## config.mk

```make
export PLATFORM = sky130hd
export DESIGN_NAME = decode_issue_stage_flat
export DESIGN_NICKNAME = d
export VERILOG_FILES = /design/src/rtl/decode_issue_stage_if.sv /design/src/rtl/decode_issue_stage.sv /design/src/flat_wrapper.sv
export SDC_FILE = /design/constraint.sdc
export NUM_CORES = 1
export LEC_CHECK = 0
export ABC_CLOCK_PERIOD_IN_PS = 24500
export BUFFER_PORTS_ARGS = -buffer_cell sky130_fd_sc_hd__buf_4
export CAP_MARGIN = 25
export CORE_AREA = 2 2 267 203
export DETAILED_ROUTE_END_ITERATION = 16
export DIE_AREA = 0 0 269 205
export MAX_ROUTING_LAYER = met4
export SLEW_MARGIN = 20
export SYNTH_ARGS = -nofsm -noshare
export SYNTH_HDL_FRONTEND = slang
export SYNTH_SLANG_ARGS = --single-unit
export TNS_END_PERCENT = 10
```

## constraint.sdc

```tcl
create_clock -name clk -period 24.5 [get_ports clk]
set_clock_uncertainty 0.1 [all_clocks]
set_input_delay 3.675 -clock clk [delete_from_list [all_inputs] [get_ports clk]]
set_output_delay 3.675 -clock clk [all_outputs]
set_load 0.005 [all_outputs]
```

## src/rtl/decode_issue_stage_if.sv

```systemverilog
// Issue bus from decode_issue_stage to RS/LSB/ROB.
// master drives pulses and decoded fields; slave observes.
interface decode_issue_stage_if #(
  parameter int ROB_POS_W = 4
);
  logic                 issue;
  logic                 rs_en;
  logic                 lsb_en;
  logic                 is_ready;
  logic [ROB_POS_W-1:0] rob_pos;
  logic [6:0]           opcode;
  logic [2:0]           funct3;
  logic                 funct7;
  logic [4:0]           rd;
  logic [31:0]          imm;
  logic [31:0]          pc;
  logic                 pred_jump;
  logic [31:0]          rs1_val;
  logic [31:0]          rs2_val;
  logic [ROB_POS_W:0]   rs1_rob_id;
  logic [ROB_POS_W:0]   rs2_rob_id;

  modport master (
    output issue, rs_en, lsb_en, is_ready,
    output rob_pos, opcode, funct3, funct7,
    output rd, imm, pc, pred_jump,
    output rs1_val, rs2_val,
    output rs1_rob_id, rs2_rob_id
  );

  modport slave (
    input issue, rs_en, lsb_en, is_ready,
    input rob_pos, opcode, funct3, funct7,
    input rd, imm, pc, pred_jump,
    input rs1_val, rs2_val,
    input rs1_rob_id, rs2_rob_id
  );
endinterface

```

## src/rtl/decode_issue_stage.sv

```systemverilog
// Instruction queue + decode + operand resolve + issue.
// Ports: fetch push, regfile/ROB/CDB lookup, backpressure, iss bus.
module decode_issue_stage #(
  parameter int IQ_DEPTH  = 4,
  parameter int CDB_NUM   = 2,
  parameter int ROB_POS_W = 4
) (
  input  logic                         clk,
  input  logic                         rst,
  input  logic                         rdy,
  input  logic                         rollback,
  input  logic                         inst_valid,
  input  logic [31:0]                  inst,
  input  logic [31:0]                  inst_pc,
  input  logic                         inst_pred_jump,
  output logic                         iq_full,
  output logic [4:0]                   reg_rs1,
  output logic [4:0]                   reg_rs2,
  input  logic [31:0]                  reg_rs1_val,
  input  logic [31:0]                  reg_rs2_val,
  input  logic [ROB_POS_W:0]           reg_rs1_rob_id,
  input  logic [ROB_POS_W:0]           reg_rs2_rob_id,
  output logic [ROB_POS_W-1:0]         rob_rs1_pos,
  output logic [ROB_POS_W-1:0]         rob_rs2_pos,
  input  logic                         rob_rs1_ready,
  input  logic [31:0]                  rob_rs1_val,
  input  logic                         rob_rs2_ready,
  input  logic [31:0]                  rob_rs2_val,
  input  logic                         rs_full,
  input  logic                         lsb_full,
  input  logic                         rob_full,
  input  logic [ROB_POS_W-1:0]         nxt_rob_pos,
  input  logic [CDB_NUM-1:0]           cdb_valid,
  input  logic [CDB_NUM*ROB_POS_W-1:0] cdb_rob_pos,
  input  logic [CDB_NUM*32-1:0]        cdb_val,
  decode_issue_stage_if.master         iss
);

  localparam int PTR_W = $clog2(IQ_DEPTH);
  localparam int CNT_W = PTR_W + 1;
  localparam int RES_W = ROB_POS_W + 33;

  localparam logic [6:0] OP_STORE  = 7'b0100011;
  localparam logic [6:0] OP_LOAD   = 7'b0000011;
  localparam logic [6:0] OP_OPIMM  = 7'b0010011;
  localparam logic [6:0] OP_JALR   = 7'b1100111;
  localparam logic [6:0] OP_OP     = 7'b0110011;
  localparam logic [6:0] OP_BRANCH = 7'b1100011;
  localparam logic [6:0] OP_JAL    = 7'b1101111;
  localparam logic [6:0] OP_LUI    = 7'b0110111;
  localparam logic [6:0] OP_AUIPC  = 7'b0010111;

  logic [31:0]      q_inst [IQ_DEPTH];
  logic [31:0]      q_pc   [IQ_DEPTH];
  logic             q_pj   [IQ_DEPTH];
  logic [PTR_W-1:0] head;
  logic [PTR_W-1:0] tail;
  logic [CNT_W-1:0] count;

  logic        push;
  logic        pop;
  logic        head_valid;
  logic [31:0] h;
  logic [6:0]  op;
  logic        d_rs;
  logic        d_lsb;
  logic        d_rdy;
  logic        use1;
  logic        use2;
  logic [4:0]  d_rd;
  logic [31:0] d_imm;

  logic [ROB_POS_W:0] r1_id;
  logic [ROB_POS_W:0] r2_id;
  logic [31:0]        r1_val;
  logic [31:0]        r2_val;
  logic [RES_W-1:0]   res1;
  logic [RES_W-1:0]   res2;

  // Returns {rob_id, value}; rob_id 0 means value is final.
  function automatic logic [RES_W-1:0] resolve(
    input logic [ROB_POS_W:0]           id,
    input logic [31:0]                  rval,
    input logic                         rob_rdy,
    input logic [31:0]                  rob_v,
    input logic [CDB_NUM-1:0]           cv,
    input logic [CDB_NUM*ROB_POS_W-1:0] cp,
    input logic [CDB_NUM*32-1:0]        cd
  );
    logic [RES_W-1:0] r;
    r = {id, 32'h0};
    if (!id[ROB_POS_W]) begin
      r = {{(ROB_POS_W+1){1'b0}}, rval};
    end else if (rob_rdy) begin
      r = {{(ROB_POS_W+1){1'b0}}, rob_v};
    end else begin
      // descending scan: lowest matching channel wins
      for (int i = CDB_NUM - 1; i >= 0; i--) begin
        if (cv[i] &&
            cp[i*ROB_POS_W +: ROB_POS_W] == id[ROB_POS_W-1:0]) begin
          r = {{(ROB_POS_W+1){1'b0}}, cd[i*32 +: 32]};
        end
      end
    end
    return r;
  endfunction

  assign iq_full    = (count == CNT_W'(IQ_DEPTH));
  assign head_valid = (count != '0);
  assign h          = q_inst[head];
  assign op         = h[6:0];

  assign reg_rs1     = h[19:15];
  assign reg_rs2     = h[24:20];
  assign rob_rs1_pos = reg_rs1_rob_id[ROB_POS_W-1:0];
  assign rob_rs2_pos = reg_rs2_rob_id[ROB_POS_W-1:0];

  always_comb begin
    d_rs  = 1'b0;
    d_lsb = 1'b0;
    d_rdy = 1'b0;
    use1  = 1'b1;
    use2  = 1'b1;
    d_rd  = h[11:7];
    d_imm = 32'h0;
    unique case (1'b1)
      op == OP_STORE: begin
        d_lsb = 1'b1;
        d_rdy = 1'b1;
        d_rd  = 5'd0;
        d_imm = {{20{h[31]}}, h[31:25], h[11:7]};
      end
      op == OP_LOAD: begin
        d_lsb = 1'b1;
        use2  = 1'b0;
        d_imm = {{20{h[31]}}, h[31:20]};
      end
      op == OP_OPIMM || op == OP_JALR: begin
        d_rs  = 1'b1;
        use2  = 1'b0;
        d_imm = {{20{h[31]}}, h[31:20]};
      end
      op == OP_OP: begin
        d_rs = 1'b1;
      end
      op == OP_BRANCH: begin
        d_rs  = 1'b1;
        d_rd  = 5'd0;
        d_imm = {{19{h[31]}}, h[31], h[7],
                 h[30:25], h[11:8], 1'b0};
      end
      op == OP_JAL: begin
        d_rs  = 1'b1;
        use1  = 1'b0;
        use2  = 1'b0;
        d_imm = {{11{h[31]}}, h[31], h[19:12],
                 h[20], h[30:21], 1'b0};
      end
      op == OP_LUI || op == OP_AUIPC: begin
        d_rs  = 1'b1;
        use1  = 1'b0;
        use2  = 1'b0;
        d_imm = {h[31:12], 12'h0};
      end
      default: begin
        d_rdy = 1'b1;
      end
    endcase
  end

  always_comb begin
    res1 = resolve(reg_rs1_rob_id, reg_rs1_val,
                   rob_rs1_ready, rob_rs1_val,
                   cdb_valid, cdb_rob_pos, cdb_val);
    res2 = resolve(reg_rs2_rob_id, reg_rs2_val,
                   rob_rs2_ready, rob_rs2_val,
                   cdb_valid, cdb_rob_pos, cdb_val);
    r1_id  = use1 ? res1[RES_W-1:32] : '0;
    r1_val = use1 ? res1[31:0]       : 32'h0;
    r2_id  = use2 ? res2[RES_W-1:32] : '0;
    r2_val = use2 ? res2[31:0]       : 32'h0;
  end

  assign push = inst_valid && !iq_full && rdy && !rollback;
  assign pop  = head_valid && rdy && !rollback && !rob_full &&
                !(d_rs && rs_full) && !(d_lsb && lsb_full);

  always_ff @(posedge clk or posedge rst) begin
    if (rst) begin
      head  <= '0;
      tail  <= '0;
      count <= '0;
      for (int i = 0; i < IQ_DEPTH; i++) begin
        q_inst[i] <= 32'h0;
        q_pc[i]   <= 32'h0;
        q_pj[i]   <= 1'b0;
      end
    end else if (rollback) begin
      head  <= '0;
      tail  <= '0;
      count <= '0;
    end else if (rdy) begin
      if (push) begin
        q_inst[tail] <= inst;
        q_pc[tail]   <= inst_pc;
        q_pj[tail]   <= inst_pred_jump;
        tail         <= tail + PTR_W'(1);
      end
      if (pop) begin
        head <= head + PTR_W'(1);
      end
      count <= count + CNT_W'(push) - CNT_W'(pop);
    end
  end

  always_ff @(posedge clk or posedge rst) begin
    if (rst) begin
      iss.issue      <= 1'b0;
      iss.rs_en      <= 1'b0;
      iss.lsb_en     <= 1'b0;
      iss.is_ready   <= 1'b0;
      iss.rob_pos    <= '0;
      iss.opcode     <= 7'h0;
      iss.funct3     <= 3'h0;
      iss.funct7     <= 1'b0;
      iss.rd         <= 5'h0;
      iss.imm        <= 32'h0;
      iss.pc         <= 32'h0;
      iss.pred_jump  <= 1'b0;
      iss.rs1_val    <= 32'h0;
      iss.rs2_val    <= 32'h0;
      iss.rs1_rob_id <= '0;
      iss.rs2_rob_id <= '0;
    end else if (rollback) begin
      iss.issue    <= 1'b0;
      iss.rs_en    <= 1'b0;
      iss.lsb_en   <= 1'b0;
      iss.is_ready <= 1'b0;
    end else if (rdy) begin
      iss.issue    <= pop;
      iss.rs_en    <= pop && d_rs;
      iss.lsb_en   <= pop && d_lsb;
      iss.is_ready <= pop && d_rdy;
      if (pop) begin
        iss.rob_pos    <= nxt_rob_pos;
        iss.opcode     <= op;
        iss.funct3     <= h[14:12];
        iss.funct7     <= h[30];
        iss.rd         <= d_rd;
        iss.imm        <= d_imm;
        iss.pc         <= q_pc[head];
        iss.pred_jump  <= q_pj[head];
        iss.rs1_val    <= r1_val;
        iss.rs2_val    <= r2_val;
        iss.rs1_rob_id <= r1_id;
        iss.rs2_rob_id <= r2_id;
      end
    end
  end

endmodule
```

## src/flat_wrapper.sv

```systemverilog
// flat-port wrapper written by rule: the top's interface ports become plain ports
module decode_issue_stage_flat 
#(
  parameter int IQ_DEPTH  = 4,
  parameter int CDB_NUM   = 2,
  parameter int ROB_POS_W = 4
)
  (clk, rst, rdy, rollback, inst_valid, inst, inst_pc, inst_pred_jump, iq_full, reg_rs1, reg_rs2, reg_rs1_val, reg_rs2_val, reg_rs1_rob_id, reg_rs2_rob_id, rob_rs1_pos, rob_rs2_pos, rob_rs1_ready, rob_rs1_val, rob_rs2_ready, rob_rs2_val, rs_full, lsb_full, rob_full, nxt_rob_pos, cdb_valid, cdb_rob_pos, cdb_val, iss_issue, iss_rs_en, iss_lsb_en, iss_is_ready, iss_rob_pos, iss_opcode, iss_funct3, iss_funct7, iss_rd, iss_imm, iss_pc, iss_pred_jump, iss_rs1_val, iss_rs2_val, iss_rs1_rob_id, iss_rs2_rob_id);
  decode_issue_stage_if #(.ROB_POS_W(ROB_POS_W)) iss_i ();
  input  logic clk;
  input  logic rst;
  input  logic rdy;
  input  logic rollback;
  input  logic inst_valid;
  input  logic [31:0] inst;
  input  logic [31:0] inst_pc;
  input  logic inst_pred_jump;
  output logic iq_full;
  output logic [4:0] reg_rs1;
  output logic [4:0] reg_rs2;
  input  logic [31:0] reg_rs1_val;
  input  logic [31:0] reg_rs2_val;
  input  logic [ROB_POS_W:0] reg_rs1_rob_id;
  input  logic [ROB_POS_W:0] reg_rs2_rob_id;
  output logic [ROB_POS_W-1:0] rob_rs1_pos;
  output logic [ROB_POS_W-1:0] rob_rs2_pos;
  input  logic rob_rs1_ready;
  input  logic [31:0] rob_rs1_val;
  input  logic rob_rs2_ready;
  input  logic [31:0] rob_rs2_val;
  input  logic rs_full;
  input  logic lsb_full;
  input  logic rob_full;
  input  logic [ROB_POS_W-1:0] nxt_rob_pos;
  input  logic [CDB_NUM-1:0] cdb_valid;
  input  logic [CDB_NUM*ROB_POS_W-1:0] cdb_rob_pos;
  input  logic [CDB_NUM*32-1:0] cdb_val;
  output wire logic [$bits(iss_i.issue)-1:0] iss_issue;
  output wire logic [$bits(iss_i.rs_en)-1:0] iss_rs_en;
  output wire logic [$bits(iss_i.lsb_en)-1:0] iss_lsb_en;
  output wire logic [$bits(iss_i.is_ready)-1:0] iss_is_ready;
  output wire logic [$bits(iss_i.rob_pos)-1:0] iss_rob_pos;
  output wire logic [$bits(iss_i.opcode)-1:0] iss_opcode;
  output wire logic [$bits(iss_i.funct3)-1:0] iss_funct3;
  output wire logic [$bits(iss_i.funct7)-1:0] iss_funct7;
  output wire logic [$bits(iss_i.rd)-1:0] iss_rd;
  output wire logic [$bits(iss_i.imm)-1:0] iss_imm;
  output wire logic [$bits(iss_i.pc)-1:0] iss_pc;
  output wire logic [$bits(iss_i.pred_jump)-1:0] iss_pred_jump;
  output wire logic [$bits(iss_i.rs1_val)-1:0] iss_rs1_val;
  output wire logic [$bits(iss_i.rs2_val)-1:0] iss_rs2_val;
  output wire logic [$bits(iss_i.rs1_rob_id)-1:0] iss_rs1_rob_id;
  output wire logic [$bits(iss_i.rs2_rob_id)-1:0] iss_rs2_rob_id;
  assign iss_issue = iss_i.issue;
  assign iss_rs_en = iss_i.rs_en;
  assign iss_lsb_en = iss_i.lsb_en;
  assign iss_is_ready = iss_i.is_ready;
  assign iss_rob_pos = iss_i.rob_pos;
  assign iss_opcode = iss_i.opcode;
  assign iss_funct3 = iss_i.funct3;
  assign iss_funct7 = iss_i.funct7;
  assign iss_rd = iss_i.rd;
  assign iss_imm = iss_i.imm;
  assign iss_pc = iss_i.pc;
  assign iss_pred_jump = iss_i.pred_jump;
  assign iss_rs1_val = iss_i.rs1_val;
  assign iss_rs2_val = iss_i.rs2_val;
  assign iss_rs1_rob_id = iss_i.rs1_rob_id;
  assign iss_rs2_rob_id = iss_i.rs2_rob_id;
  decode_issue_stage #(.IQ_DEPTH(IQ_DEPTH), .CDB_NUM(CDB_NUM), .ROB_POS_W(ROB_POS_W)) u_core (.clk(clk), .rst(rst), .rdy(rdy), .rollback(rollback), .inst_valid(inst_valid), .inst(inst), .inst_pc(inst_pc), .inst_pred_jump(inst_pred_jump), .iq_full(iq_full), .reg_rs1(reg_rs1), .reg_rs2(reg_rs2), .reg_rs1_val(reg_rs1_val), .reg_rs2_val(reg_rs2_val), .reg_rs1_rob_id(reg_rs1_rob_id), .reg_rs2_rob_id(reg_rs2_rob_id), .rob_rs1_pos(rob_rs1_pos), .rob_rs2_pos(rob_rs2_pos), .rob_rs1_ready(rob_rs1_ready), .rob_rs1_val(rob_rs1_val), .rob_rs2_ready(rob_rs2_ready), .rob_rs2_val(rob_rs2_val), .rs_full(rs_full), .lsb_full(lsb_full), .rob_full(rob_full), .nxt_rob_pos(nxt_rob_pos), .cdb_valid(cdb_valid), .cdb_rob_pos(cdb_rob_pos), .cdb_val(cdb_val), .iss(iss_i));
endmodule
```

==> metrics.txt, run 1 <==
# TYPE chip_impl_metric gauge
chip_impl_metric{name="fp.dieW",unit="µm"} 269
chip_impl_metric{name="synth_edf_count",unit=""} 0
chip_impl_metric{name="cts_resized",unit=""} 0
chip_impl_metric{name="timing.fmax",unit="MHz"} 129
chip_impl_metric{name="drtAntennaViolNets",unit=""} 0
chip_impl_metric{name="syn-num-nets",unit=""} 1869
chip_impl_metric{name="postRouteWirelength",unit="µm"} 71800
chip_impl_info{name="tritoncts_clock_tree",value="built"} 1
chip_impl_metric{name="final_layout_size_suffix_gt1_share",unit="%"} 50.8
chip_impl_metric{name="drt_wl_cell",unit="µm"} 26.5
chip_impl_info{name="capturing_element_type_of_the_critical_path",value="output port"} 1
chip_impl_metric{name="cts.sink_count",unit=""} 430
chip_impl_metric{name="power_density",unit="nW/µm²"} 92.8
chip_impl_metric{name="power.switching",unit="mW"} 0.724
chip_impl_metric{name="arrival_time_at_the_worst_endpoint",unit="ns"} 3.95
chip_impl_metric{name="grt_usage",unit="%"} 26.2
chip_impl_metric{name="tritoncts.num_buffers",unit=""} 47
chip_impl_metric{name="critical_path_peak_fanout",unit=""} 4
chip_impl_metric{name="min_path_cells",unit=""} 2
chip_impl_info{name="worstSetupStartpointType",value="input port"} 1
chip_impl_metric{name="placeableCoreArea",unit="µm²"} 52500
chip_impl_metric{name="fin_util",unit="%"} 50.2
chip_impl_metric{name="finalWeightedCongestion",unit=""} 0.925
chip_impl_info{name="timing_worst_setup_path_type",value="in -> out"} 1
chip_impl_metric{name="grt_first_pass_wirelength",unit="µm"} 105000
chip_impl_metric{name="p_leak",unit="nW"} 11.9
chip_impl_metric{name="placementRows",unit=""} 73
chip_impl_metric{name="post_synth.cell_area_avg",unit="µm²"} 13.3
chip_impl_metric{name="n_fill_cell",unit=""} 4619
chip_impl_info{name="critical_path.top_delay_family",value="buffers and inverters"} 1
chip_impl_metric{name="power_frac_seq",unit="%"} 41.9
chip_impl_metric{name="maxCapViolations",unit=""} 0
chip_impl_metric{name="crit_required",unit="ns"} 20.72
chip_impl_metric{name="first_global_vias",unit=""} 15700
chip_impl_metric{name="yosys_warnings",unit=""} 0
chip_impl_metric{name="die_area",unit="µm²"} 55100
chip_impl_metric{name="grt-ovfl-total",unit=""} 0
chip_impl_metric{name="synthToLayoutAreaGrowth",unit="%"} 26.5
chip_impl_metric{name="clock_power_share",unit="%"} 29.5
chip_impl_metric{name="timing.final.crit_share",unit="%"} 31.6
chip_impl_metric{name="power.combinational.fraction",unit="%"} 28.5
chip_impl_metric{name="crit_buf_inv",unit=""} 2
chip_impl_metric{name="ys_seq_elements",unit=""} 430
chip_impl_metric{name="cts_setup_buffers",unit=""} 0
chip_impl_info{name="layout_common_cells",value="sky130_fd_sc_hd__buf_4, sky130_fd_sc_hd__dfrtp_1, sky130_fd_sc_hd__mux2_2, sky130_fd_sc_hd__inv_1, sky130_fd_sc_hd__o31ai_1"} 1
chip_impl_metric{name="design.final.nets",unit=""} 2254
chip_impl_metric{name="die_height",unit="µm"} 205
chip_impl_info{name="cp_slowest_cell",value="sky130_fd_sc_hd__buf_4"} 1
chip_impl_metric{name="seq_area_frac_synth",unit="%"} 51.6
chip_impl_metric{name="post-layout-total-power",unit="mW"} 2.45
chip_impl_metric{name="finalSetupTns",unit="ns"} 0
chip_impl_info{name="cpMostUsedCell",value="sky130_fd_sc_hd__buf_4"} 1
chip_impl_info{name="dominantRegCellSynth",value="sky130_fd_sc_hd__dfrtp_1"} 1
chip_impl_metric{name="ffs_w_async_s_r_synth",unit="%"} 100
chip_impl_info{name="grt_setup_unrepaired",value="no"} 1
chip_impl_info{name="crit_path_cell_trace",value="buf_4, buf_4"} 1
chip_impl_info{name="hold_path.class",value="reg -> reg"} 1
chip_impl_metric{name="floorplan.initialDensity",unit="%"} 39.7
chip_impl_metric{name="finalHoldViolCount",unit=""} 0
chip_impl_metric{name="ctsHtreeMaxLevel",unit=""} 2
chip_impl_metric{name="final_max_slew_viol_count",unit=""} 0
chip_impl_metric{name="port_buffers",unit=""} 472
chip_impl_metric{name="post_cts_hold_buffer_count",unit=""} 0
chip_impl_metric{name="vdd_ir_drop_max",unit="mV"} 0.0469
chip_impl_metric{name="cp_num_cells",unit=""} 2
chip_impl_metric{name="fin_crit",unit="ns"} 7.73
chip_impl_metric{name="grt_start_max_net_pins",unit=""} 165
chip_impl_info{name="layout.cells.most_common",value="sky130_fd_sc_hd__buf_4"} 1
chip_impl_metric{name="detailedRoute.firstIterationViolations",unit=""} 1604
chip_impl_metric{name="cts.clk_slew.worst_paths",unit="ns"} 0.06
chip_impl_metric{name="drc_errors",unit=""} 0
chip_impl_metric{name="cts_max_path_buffers",unit=""} 3
chip_impl_info{name="cts.root.buffer_cell",value="sky130_fd_sc_hd__clkbuf_16"} 1
chip_impl_metric{name="syn_std_cell_area",unit="µm²"} 20800
chip_impl_metric{name="post_synth_num_cell_types",unit=""} 66
chip_impl_metric{name="clock_insertion_delay_worst_skew",unit="ns"} 0.60
chip_impl_info{name="outcome",value="finished, final reports clean"} 1
chip_impl_metric{name="ios",unit=""} 473
chip_impl_metric{name="synth_cells",unit=""} 1571
chip_impl_metric{name="setup_violations",unit=""} 0
chip_impl_metric{name="maxSlewHeadroom",unit="%"} 27.8
chip_impl_metric{name="biggest_cell_delay_along_the_critical_path",unit="ns"} 0.14
chip_impl_metric{name="drtPass1Iterations",unit=""} 6
chip_impl_metric{name="dp_hpwl",unit="µm"} 48300
chip_impl_metric{name="vias",unit=""} 15700
chip_impl_metric{name="switching_share",unit="%"} 29.6
chip_impl_metric{name="post_drt_via_cell_ratio",unit=""} 5.81
chip_impl_metric{name="tightestPinTransition",unit="ns"} 1.08
chip_impl_metric{name="reg2regPathDepth",unit=""} 16
chip_impl_metric{name="grt_antenna_before_repair",unit=""} 5
chip_impl_metric{name="internal-power",unit="mW"} 1.72
## layer usage
metal  part of all wire [%]  up-vias  global-route usage, %  wire [µm]
met4                    3.6        0                   9.66       2590
met5                      0        -                      -          0
met2                     44      674                   36.6      31700
li1                       -     6782                      -          -
met1                     42     8087                   35.1      30400
met3                    9.8      167                   8.88       7010
## Yosys cell counts (30+ instances only)
cell type,count,area [µm²]
sky130_fd_sc_hd__inv_1,77,289
sky130_fd_sc_hd__clkbuf_1,111,417
sky130_fd_sc_hd__o22ai_1,64,400
sky130_fd_sc_hd__o32ai_2,30,488
sky130_fd_sc_hd__dfrtp_1,430,10800
sky130_fd_sc_hd__o41ai_1,32,280
sky130_fd_sc_hd__o31ai_1,73,548
sky130_fd_sc_hd__mux4_2,61,1370
sky130_fd_sc_hd__a31oi_1,44,275
sky130_fd_sc_hd__nor3_1,35,175
sky130_fd_sc_hd__a311oi_1,32,280
sky130_fd_sc_hd__mux2_2,316,3560
## layout make-up
cell class | instances | area, µm² | share of cell area (%)
inverter | 78 | 305 | 1.16
clock inverter | 15 | 196 | 0.745
tap | 712 | 891 | 3.38
clock buffer | 67 | 1360 | 5.16
sequential | 430 | 10800 | 40.8
antenna | 5 | 12.5 | 0.0475
timing repair buffer | 503 | 3830 | 14.5
multi-input combinational | 896 | 9000 | 34.1
## registers in the layout, summed over array words and instances, names as in the netlist, 3 cells and up
| name | count |
|---|---|
| u_core.iss.imm | 32 |
| u_core.iss.opcode | 7 |
| u_core.iss.rs1_rob_id | 5 |
| u_core.iss.rs2_rob_id | 5 |
| u_core.q_pj | 4 |
| u_core.q_inst | 128 |
| u_core.iss.pc | 32 |
| u_core.q_pc | 128 |
| u_core.iss.rs1_val | 32 |
| u_core.iss.rd | 5 |
| u_core.iss.rs2_val | 32 |
| u_core.iss.funct3 | 3 |
| u_core.iss.rob_pos | 4 |
| u_core.count | 3 |
## stage by stage
step | cell area, µm² | std cells | hold slack, ns | setup slack, ns
6_report | 26400 | 2706 | 0.386 | 16.77
5_1_grt | 26400 | 2706 | 0.413 | 16.76
4_1_cts | 26300 | 2697 | 0.391 | 16.77
3_5_place_dp | 24700 | 2615 | 0.377 | 16.77
3_3_place_gp | 24700 | 2615 | 0.370 | 16.77
2_1_floorplan | 20800 | 1571 | 0.371 | 8.75
## power groups by stage
stage	sequential [mW]	clock [mW]	combinational, mW
3_5_place_dp	1.04	0	0.698
2_1_floorplan	1.02	0	0.352
3_3_place_gp	1.03	0	0.684
6_report	1.03	0.723	0.698
5_1_grt	1.05	0.768	0.747
4_1_cts	1.03	0.741	0.700
## logic make-up (layout without fill, tap and decap cells)
| kind of cell | after synthesis | count (layout) | share of synthesized area [%] |
|---|---|---|---|
| muxes | 386 | 386 | 24.5 |
| adders and majority gates | 7 | 7 | 0.456 |
| buffers and inverters | 245 | 663 | 5.46 |
| other | 0 | 5 | 0 |
| and+or+nand+nor | 141 | 141 | 3.63 |
| AOI/OAI and AO/OA | 343 | 343 | 13.6 |
| DFF | 430 | 430 | 51.6 |
| xor gates and xnor gates | 19 | 19 | 0.798 |
## path summary, 6_finish.rpt
path | from | end | slack, ns
hold / removal | u_core.iss.is_ready | u_core.iss.is_ready | 0.39
min in group asynchronous | rst | u_core.iss.pc[25] | 3.17
hold reg to reg | u_core.iss.is_ready | u_core.iss.is_ready | 0.39
max in group asynchronous | rst | u_core.iss.pc[30] | 19.01
setup / recovery | reg_rs2_rob_id[3] | rob_rs2_pos[3] | 16.77
setup reg to reg | u_core.head[1] | u_core.count[2] | 19.59
## worst reg2reg max path, stage by stage, from the launching register on
cell and delay (ns):
sky130_fd_sc_hd__dfrtp_4 0.70, sky130_fd_sc_hd__buf_4 0.53, sky130_fd_sc_hd__mux4_2 0.54, sky130_fd_sc_hd__nor3b_2 0.24
sky130_fd_sc_hd__a31oi_2 0.22, sky130_fd_sc_hd__buf_4 0.33, sky130_fd_sc_hd__nand3_2 0.18, sky130_fd_sc_hd__inv_6 0.47
sky130_fd_sc_hd__ha_1 0.38, sky130_fd_sc_hd__inv_1 0.05, sky130_fd_sc_hd__ha_1 0.15, sky130_fd_sc_hd__inv_1 0.06
sky130_fd_sc_hd__fa_1 0.40, sky130_fd_sc_hd__xor2_1 0.16, sky130_fd_sc_hd__nand2_1 0.09, sky130_fd_sc_hd__xor2_1 0.15
sky130_fd_sc_hd__nor2_1 0.05
Power figures use the tool's default switching activity.
==> run 2, diff against run 1 <==
--- a/config.mk
+++ b/config.mk
@@ -5,7 +5,7 @@
 export SDC_FILE = /design/constraint.sdc
 export NUM_CORES = 1
 export LEC_CHECK = 0
-export ABC_CLOCK_PERIOD_IN_PS = 24500
+export ABC_CLOCK_PERIOD_IN_PS = 7000
 export BUFFER_PORTS_ARGS = -buffer_cell sky130_fd_sc_hd__buf_4
 export CAP_MARGIN = 25
 export CORE_AREA = 2 2 267 203
==> constraint.sdc (replaced) <==
create_clock -name clk -period 7 [get_ports clk]
set_clock_uncertainty 0.1 [all_clocks]
set_input_delay 1.05 -clock clk [delete_from_list [all_inputs] [get_ports clk]]
set_output_delay 1.05 -clock clk [all_outputs]
set_load 0.005 [all_outputs]
==> run 2 against run 1 <==
  * Largest cell class unchanged
  * Critical path depth is 12 higher
  * Highest routed layer unchanged
  * Combinational power grew to 3.5 times the previous value
  * Die area stayed put
  * Register-to-register slack worse by 17 ns
  * Utilization is 0.20 points higher
  * Count of clock-buffer cells in the layout is 3 lower
  * Sequential power grew to 3.5 times the previous value
  * Setup slack worse by 15 ns
==> metrics.txt, run 2 (synthesized netlist as in run 1, its figures left out) <==
# TYPE chip_impl_metric gauge
chip_impl_metric{name="p_leak",unit="nW"} 11.9
chip_impl_metric{name="switching_share",unit="%"} 29.4
chip_impl_metric{name="ctsHtreeMaxLevel",unit=""} 2
chip_impl_metric{name="biggest_cell_delay_along_the_critical_path",unit="ns"} 0.81
chip_impl_metric{name="final_layout_size_suffix_gt1_share",unit="%"} 51.0
chip_impl_info{name="largest_registers",value="u_core.q_inst: 128 flops, u_core.q_pc: 128 flops"} 1
chip_impl_info{name="crit_path_cell_trace",value="mux4_2, nor3_1, nand3_1, nand3_2, inv_6, ha_1, inv_1, ha_1, inv_1, fa_1, xor2_1, nand2_1, xor2_1, nor2_1"} 1
chip_impl_info{name="cp_slowest_cell",value="sky130_fd_sc_hd__dfrtp_4"} 1
chip_impl_metric{name="drt_wl_cell",unit="µm"} 26.5
chip_impl_metric{name="numPlacedInstances",unit=""} 2614
chip_impl_metric{name="die_area",unit="µm²"} 55100
chip_impl_metric{name="grt_first_pass_wirelength",unit="µm"} 105000
chip_impl_metric{name="first_global_vias",unit=""} 15700
chip_impl_info{name="layout.cells.most_common",value="sky130_fd_sc_hd__buf_4"} 1
chip_impl_metric{name="power.combinational.fraction",unit="%"} 28.2
chip_impl_metric{name="grt_usage",unit="%"} 26.2
chip_impl_metric{name="post_dp_cell_area",unit="µm²"} 24800
chip_impl_metric{name="critical_path_peak_fanout",unit=""} 35
chip_impl_metric{name="crit_buf_inv",unit=""} 3
chip_impl_metric{name="power.switching",unit="mW"} 2.55
chip_impl_metric{name="grt-ovfl-total",unit=""} 0
chip_impl_metric{name="timing.hold.ws",unit="ns"} 0.390
chip_impl_metric{name="layoutNonFillerInstCount",unit=""} 2713
chip_impl_info{name="cp-endpoint",value="u_core.count[2]"} 1
chip_impl_metric{name="postRouteWirelength",unit="µm"} 72000
chip_impl_metric{name="finalHoldViolCount",unit=""} 0
chip_impl_info{name="capturing_element_type_of_the_critical_path",value="register"} 1
chip_impl_info{name="worst_setup_path_startpoint",value="u_core.head[0]"} 1
chip_impl_metric{name="cts.clk_slew.worst_paths",unit="ns"} 0.06
chip_impl_metric{name="timing.fmax",unit="MHz"} 205
chip_impl_info{name="critical_path.top_delay_family",value="simple AND/OR/NAND/NOR gates"} 1
chip_impl_metric{name="r2r_setup_slack",unit="ns"} 2.12
chip_impl_metric{name="placementRows",unit=""} 73
chip_impl_metric{name="detailedRoute.firstIterationViolations",unit=""} 1387
chip_impl_metric{name="port_buffers",unit=""} 472
chip_impl_metric{name="die_height",unit="µm"} 205
chip_impl_metric{name="post_drt_via_cell_ratio",unit=""} 5.81
chip_impl_metric{name="power_frac_seq",unit="%"} 41.4
chip_impl_info{name="outcome",value="finished, final reports clean"} 1
chip_impl_info{name="hold_path.class",value="reg -> reg"} 1
chip_impl_metric{name="synthToLayoutAreaGrowth",unit="%"} 27.0
chip_impl_info{name="tritoncts_clock_tree",value="built"} 1
chip_impl_metric{name="tightestPinTransition",unit="ns"} 1.10
chip_impl_info{name="timing.rr.end",value="u_core.count[2]"} 1
chip_impl_metric{name="clock_power_share",unit="%"} 30.4
chip_impl_metric{name="cts.sink_count",unit=""} 430
chip_impl_metric{name="drtPass1Iterations",unit=""} 8
chip_impl_metric{name="grt_start_max_net_pins",unit=""} 172
chip_impl_metric{name="n_fill_cell",unit=""} 4664
chip_impl_metric{name="crit_required",unit="ns"} 7.39
chip_impl_metric{name="finalWeightedCongestion",unit=""} 0.918
chip_impl_metric{name="power_density",unit="nW/µm²"} 329
chip_impl_metric{name="final_max_slew_viol_count",unit=""} 0
chip_impl_metric{name="floorplan.initialDensity",unit="%"} 39.7
chip_impl_info{name="cts.root.buffer_cell",value="sky130_fd_sc_hd__clkbuf_16"} 1
chip_impl_metric{name="cts_setup_buffers",unit=""} 0
chip_impl_metric{name="reg2regPathDepth",unit=""} 14
chip_impl_metric{name="dp_hpwl",unit="µm"} 49800
chip_impl_metric{name="maxSlewHeadroom",unit="%"} 26.6
chip_impl_metric{name="cts_resized",unit=""} 0
chip_impl_metric{name="post_cts_hold_buffer_count",unit=""} 0
chip_impl_metric{name="finalInstanceArea",unit="µm²"} 26500
chip_impl_metric{name="ios",unit=""} 473
chip_impl_metric{name="design.final.nets",unit=""} 2250
chip_impl_metric{name="vdd_ir_drop_max",unit="mV"} 0.179
chip_impl_metric{name="grt_antenna_before_repair",unit=""} 12
chip_impl_metric{name="setup_violations",unit=""} 0
chip_impl_metric{name="cts_max_path_buffers",unit=""} 3
chip_impl_info{name="timing_worst_setup_path_type",value="reg -> reg"} 1
chip_impl_info{name="layout_common_cells",value="sky130_fd_sc_hd__buf_4, sky130_fd_sc_hd__dfrtp_1, sky130_fd_sc_hd__mux2_2, sky130_fd_sc_hd__inv_1, sky130_fd_sc_hd__o31ai_1"} 1
chip_impl_metric{name="drc_errors",unit=""} 0
chip_impl_metric{name="placeableCoreArea",unit="µm²"} 52500
chip_impl_metric{name="maxCapViolations",unit=""} 0
chip_impl_info{name="r2r-start",value="u_core.head[0]"} 1
chip_impl_info{name="grt_setup_unrepaired",value="no"} 1
chip_impl_metric{name="finalSetupTns",unit="ns"} 0
chip_impl_metric{name="internal-power",unit="mW"} 6.14
chip_impl_metric{name="timing.final.crit_share",unit="%"} 69.7
chip_impl_info{name="worstSetupStartpointType",value="register"} 1
chip_impl_metric{name="clock_insertion_delay_worst_skew",unit="ns"} 0.60
chip_impl_metric{name="tritoncts.num_buffers",unit=""} 46
chip_impl_metric{name="cp_num_cells",unit=""} 14
chip_impl_metric{name="fp.dieW",unit="µm"} 269
chip_impl_metric{name="arrival_time_at_the_worst_endpoint",unit="ns"} 5.27
chip_impl_metric{name="fin_crit",unit="ns"} 4.88
chip_impl_metric{name="drtAntennaViolNets",unit=""} 0
chip_impl_metric{name="vias",unit=""} 15800
## run 2: how the worst min path moves through the flow
stage | from | to | cells past startpoint
after CTS | rst | u_core.q_pc[114] | 2
after global routing | u_core.iss.imm[31] | u_core.iss.imm[31] | 1
after floorplan | u_core.iss.issue | u_core.iss.issue | 2
after global placement | u_core.iss.issue | u_core.iss.issue | 2
final | u_core.iss.is_ready | u_core.iss.is_ready | 2
after detailed placement | u_core.iss.imm[31] | u_core.iss.imm[31] | 1
## run 2: per-stage QoR
step                total power, mW  worst slack [ns]  utilization (%)
floorplan                      4.79            0.0446                -
global placement               6.00              1.90             47.1
detailed placement             6.09              1.84             47.2
global route                   9.12              1.78             50.4
CTS                            8.77              1.86             50.3
finish                         8.70              2.12             50.4
## run 2: layout make-up
class | count | area (µm²) | share of cell area, %
inverter | 78 | 302 | 1.14
clock inverter | 20 | 298 | 1.12
clock buffer | 64 | 1350 | 5.09
tap | 712 | 891 | 3.37
antenna | 13 | 32.5 | 0.123
timing repair buffer | 500 | 3810 | 14.4
multi-input combinational | 896 | 9020 | 34.1
sequential | 430 | 10800 | 40.7
## run 2: worst min-delay path: cells and delay by family, from the launching register on
| family | cells | cell delay [ns] |
|---|---|---|
| AND/OR/NAND/NOR | 1 | 0.05 |
| flip-flops | 1 | 0.35 |
| AO/OA/AOI/OAI | 1 | 0.06 |
## run 2: power groups by stage
| stage | Clock [mW] | Sequential (mW) | Combinational (mW) |
|---|---|---|---|
| final | 2.64 | 3.60 | 2.45 |
| after global routing | 2.81 | 3.69 | 2.62 |
| after CTS | 2.71 | 3.60 | 2.45 |
| after detailed placement | 0 | 3.64 | 2.45 |
| after global placement | 0 | 3.61 | 2.39 |
| after floorplan | 0 | 3.56 | 1.23 |
## run 2: routing by layer
metal / wire length [µm] / global-route usage, %
met1: 30900 / 35.0
met2: 32300 / 37.7
met3: 6460 / 8.57
met4: 2340 / 8.31
met5: 0 / -
==> run 3, diff against run 2 <==
--- a/config.mk
+++ b/config.mk
@@ -5,7 +5,7 @@
 export SDC_FILE = /design/constraint.sdc
 export NUM_CORES = 1
 export LEC_CHECK = 0
-export ABC_CLOCK_PERIOD_IN_PS = 7000
+export ABC_CLOCK_PERIOD_IN_PS = 5050
 export BUFFER_PORTS_ARGS = -buffer_cell sky130_fd_sc_hd__buf_4
 export CAP_MARGIN = 25
 export CORE_AREA = 2 2 267 203
==> constraint.sdc (replaced) <==
create_clock -name clk -period 5.05 [get_ports clk]
set_clock_uncertainty 0.1 [all_clocks]
set_input_delay 0.7575 -clock clk [delete_from_list [all_inputs] [get_ports clk]]
set_output_delay 0.7575 -clock clk [all_outputs]
set_load 0.005 [all_outputs]
==> run 3 against run 2 <==
  * First-iteration DRC count increased by 5.8%
  * Utilization is 0.31 points lower
  * Final cell count barely moved
  * Critical path depth shrank 11
  * Final area shrank 0.61%
  * Hold slack lost 0.26 ns
  * Count of clock-buffer cells in the layout increased by 11
  * Setup slack worse by 1.0 ns
  * Power is 35% higher
  * Sequential share of layout area increased by 0.25 points
  * Global-route usage is 0.12 points lower
  * Largest cell class unchanged
==> metrics.txt, run 3 (synthesized netlist as in run 1, its figures left out) <==
# TYPE chip_impl_metric gauge
chip_impl_info{name="outcome",value="finished, final reports clean"} 1
chip_impl_info{name="hold_path.class",value="in -> async"} 1
chip_impl_metric{name="port_buffers",unit=""} 472
chip_impl_metric{name="first_global_vias",unit=""} 15800
chip_impl_metric{name="cts_setup_buffers",unit=""} 0
chip_impl_metric{name="grt-ovfl-total",unit=""} 0
chip_impl_metric{name="synthToLayoutAreaGrowth",unit="%"} 26.2
chip_impl_metric{name="global_route.usage.met2",unit="%"} 37.8
chip_impl_metric{name="vdd_ir_drop_max",unit="mV"} 0.272
chip_impl_metric{name="power_density",unit="nW/µm²"} 445
chip_impl_info{name="cts.root.buffer_cell",value="sky130_fd_sc_hd__clkbuf_16"} 1
chip_impl_metric{name="timing.final.crit_share",unit="%"} 78.7
chip_impl_info{name="worstSetupStartpointType",value="register"} 1
chip_impl_info{name="timing_worst_setup_path_type",value="reg -> out"} 1
chip_impl_metric{name="numPlacedInstances",unit=""} 2623
chip_impl_info{name="grt-busiest-layer",value="met2"} 1
chip_impl_metric{name="ios",unit=""} 473
chip_impl_info{name="largest_registers",value="u_core.q_inst: 128 flops, u_core.q_pc: 128 flops"} 1
chip_impl_metric{name="dp_hpwl",unit="µm"} 49300
chip_impl_metric{name="grt_first_pass_wirelength",unit="µm"} 104000
chip_impl_metric{name="vias",unit=""} 15700
chip_impl_metric{name="final_layout_size_suffix_gt1_share",unit="%"} 50.5
chip_impl_metric{name="ctsHtreeMaxLevel",unit=""} 2
chip_impl_metric{name="crit_required",unit="ns"} 4.19
chip_impl_metric{name="finalHoldViolCount",unit=""} 0
chip_impl_info{name="grt_setup_unrepaired",value="no"} 1
chip_impl_info{name="layout_common_cells",value="sky130_fd_sc_hd__buf_4, sky130_fd_sc_hd__dfrtp_1, sky130_fd_sc_hd__mux2_2, sky130_fd_sc_hd__inv_1, sky130_fd_sc_hd__o31ai_1"} 1
chip_impl_metric{name="maxCapViolations",unit=""} 0
chip_impl_metric{name="drtAntennaViolNets",unit=""} 0
chip_impl_metric{name="die_height",unit="µm"} 205
chip_impl_metric{name="post_dp_cell_area",unit="µm²"} 24800
chip_impl_metric{name="place_ws",unit="ns"} 1.14
chip_impl_info{name="capturing_element_type_of_the_critical_path",value="output port"} 1
chip_impl_metric{name="fin_util",unit="%"} 50.1
chip_impl_metric{name="n_fill_cell",unit=""} 4676
chip_impl_metric{name="cts.clk_slew.worst_paths",unit="ns"} 0.06
chip_impl_metric{name="drc_errors",unit=""} 0
chip_impl_info{name="layout.cells.most_common",value="sky130_fd_sc_hd__buf_4"} 1
chip_impl_metric{name="layoutNonFillerInstCount",unit=""} 2712
chip_impl_info{name="crit_path_cell_trace",value="buf_4, mux4_1, buf_4"} 1
chip_impl_metric{name="drt_wl_cell",unit="µm"} 26.2
chip_impl_metric{name="critical_path_peak_fanout",unit=""} 40
chip_impl_metric{name="floorplan.initialDensity",unit="%"} 39.7
chip_impl_metric{name="timing.fmax",unit="MHz"} 252
chip_impl_metric{name="cts_resized",unit=""} 0
chip_impl_metric{name="detailedRoute.firstIterationViolations",unit=""} 1468
chip_impl_metric{name="gr_util_met1",unit="%"} 35.4
chip_impl_metric{name="cts.sink_count",unit=""} 430
chip_impl_metric{name="fin_ws",unit="ns"} 1.08
chip_impl_metric{name="post-layout-total-power",unit="mW"} 11.7
chip_impl_metric{name="maxSlewHeadroom",unit="%"} 27.5
chip_impl_metric{name="finalInstanceArea",unit="µm²"} 26300
chip_impl_metric{name="grt_usage",unit="%"} 26.1
chip_impl_metric{name="grt_antenna_before_repair",unit=""} 5
chip_impl_metric{name="finalWeightedCongestion",unit=""} 0.899
chip_impl_metric{name="post_cts_hold_buffer_count",unit=""} 0
chip_impl_metric{name="tightestPinTransition",unit="ns"} 1.09
chip_impl_metric{name="biggest_cell_delay_along_the_critical_path",unit="ns"} 0.82
chip_impl_info{name="cp_slowest_cell",value="sky130_fd_sc_hd__mux4_1"} 1
chip_impl_metric{name="placementRows",unit=""} 73
chip_impl_metric{name="setup_violations",unit=""} 0
chip_impl_metric{name="fp.dieW",unit="µm"} 269
chip_impl_metric{name="globalRouteMet3Util",unit="%"} 7.26
chip_impl_info{name="cpMostUsedCell",value="sky130_fd_sc_hd__buf_4"} 1
chip_impl_metric{name="postRouteWirelength",unit="µm"} 71100
chip_impl_metric{name="finalSetupTns",unit="ns"} 0
chip_impl_info{name="tritoncts_clock_tree",value="built"} 1
chip_impl_metric{name="timing.hold.ws",unit="ns"} 0.129
chip_impl_metric{name="cts_max_path_buffers",unit=""} 3
chip_impl_metric{name="final_max_slew_viol_count",unit=""} 0
chip_impl_metric{name="clock_insertion_delay_worst_skew",unit="ns"} 0.59
chip_impl_metric{name="post_drt_via_cell_ratio",unit=""} 5.80
chip_impl_metric{name="p_leak",unit="nW"} 11.8
chip_impl_metric{name="grt_start_max_net_pins",unit=""} 174
chip_impl_metric{name="placeableCoreArea",unit="µm²"} 52500
chip_impl_metric{name="fin_crit",unit="ns"} 3.97
chip_impl_metric{name="die_area",unit="µm²"} 55100
chip_impl_metric{name="arrival_time_at_the_worst_endpoint",unit="ns"} 3.12
chip_impl_metric{name="design.final.nets",unit=""} 2257
chip_impl_metric{name="drtPass1Iterations",unit=""} 6
chip_impl_metric{name="tritoncts.num_buffers",unit=""} 46
## run 3: report_power, final
group / leakage (nW) / internal (mW) / switching, mW
Combinational: 5.60 / 1.91 / 1.44
Sequential: 5.53 / 4.42 / 0.593
Clock: 0.725 / 1.92 / 1.44
Total: 11.8 / 8.25 / 3.47
## run 3: area by class of cell
type	instances	area (µm²)	area share [%]
diodes	5	12.5	0.0476
clock buffers	75	1380	5.25
flip-flops and latches	430	10800	40.9
clock inverters	9	100	0.380
repair buffers	507	3860	14.7
inverters	78	302	1.15
well taps	712	891	3.39
multi-input cells	896	9000	34.2
## run 3: layer usage
layer  wire [µm]  share of wire, %  vias up
met2       32100                45      619
met1       30800                43     8193
li1            -                 -     6802
met5           0                 0        -
met3        6170               8.7      127
met4        2070               2.9        0
## run 3: worst paths after layout
| path | start | end | slack (ns) | depth (start not counted) |
|---|---|---|---|---|
| setup / recovery | u_core.head[0] | reg_rs2[0] | 1.08 | 3 |
| hold / removal | rst | u_core.iss.pc[20] | 0.13 | 2 |
| setup reg to reg | u_core.head[0] | u_core.count[2] | 1.13 | 14 |
| hold reg to reg | u_core.iss.rs1_rob_id[3] | u_core.iss.rs1_rob_id[3] | 0.39 | 1 |
| max in group asynchronous | rst | u_core.q_inst[47] | 3.34 | 3 |
| min in group clk | rollback | u_core.tail[0] | 0.31 | 2 |
## run 3: critical path: cells and delay by family (launching register included)
family,cells,cell delay [ns]
flip-flops,1,0.77
multiplexers,1,0.82
buffers and inverters,2,0.92
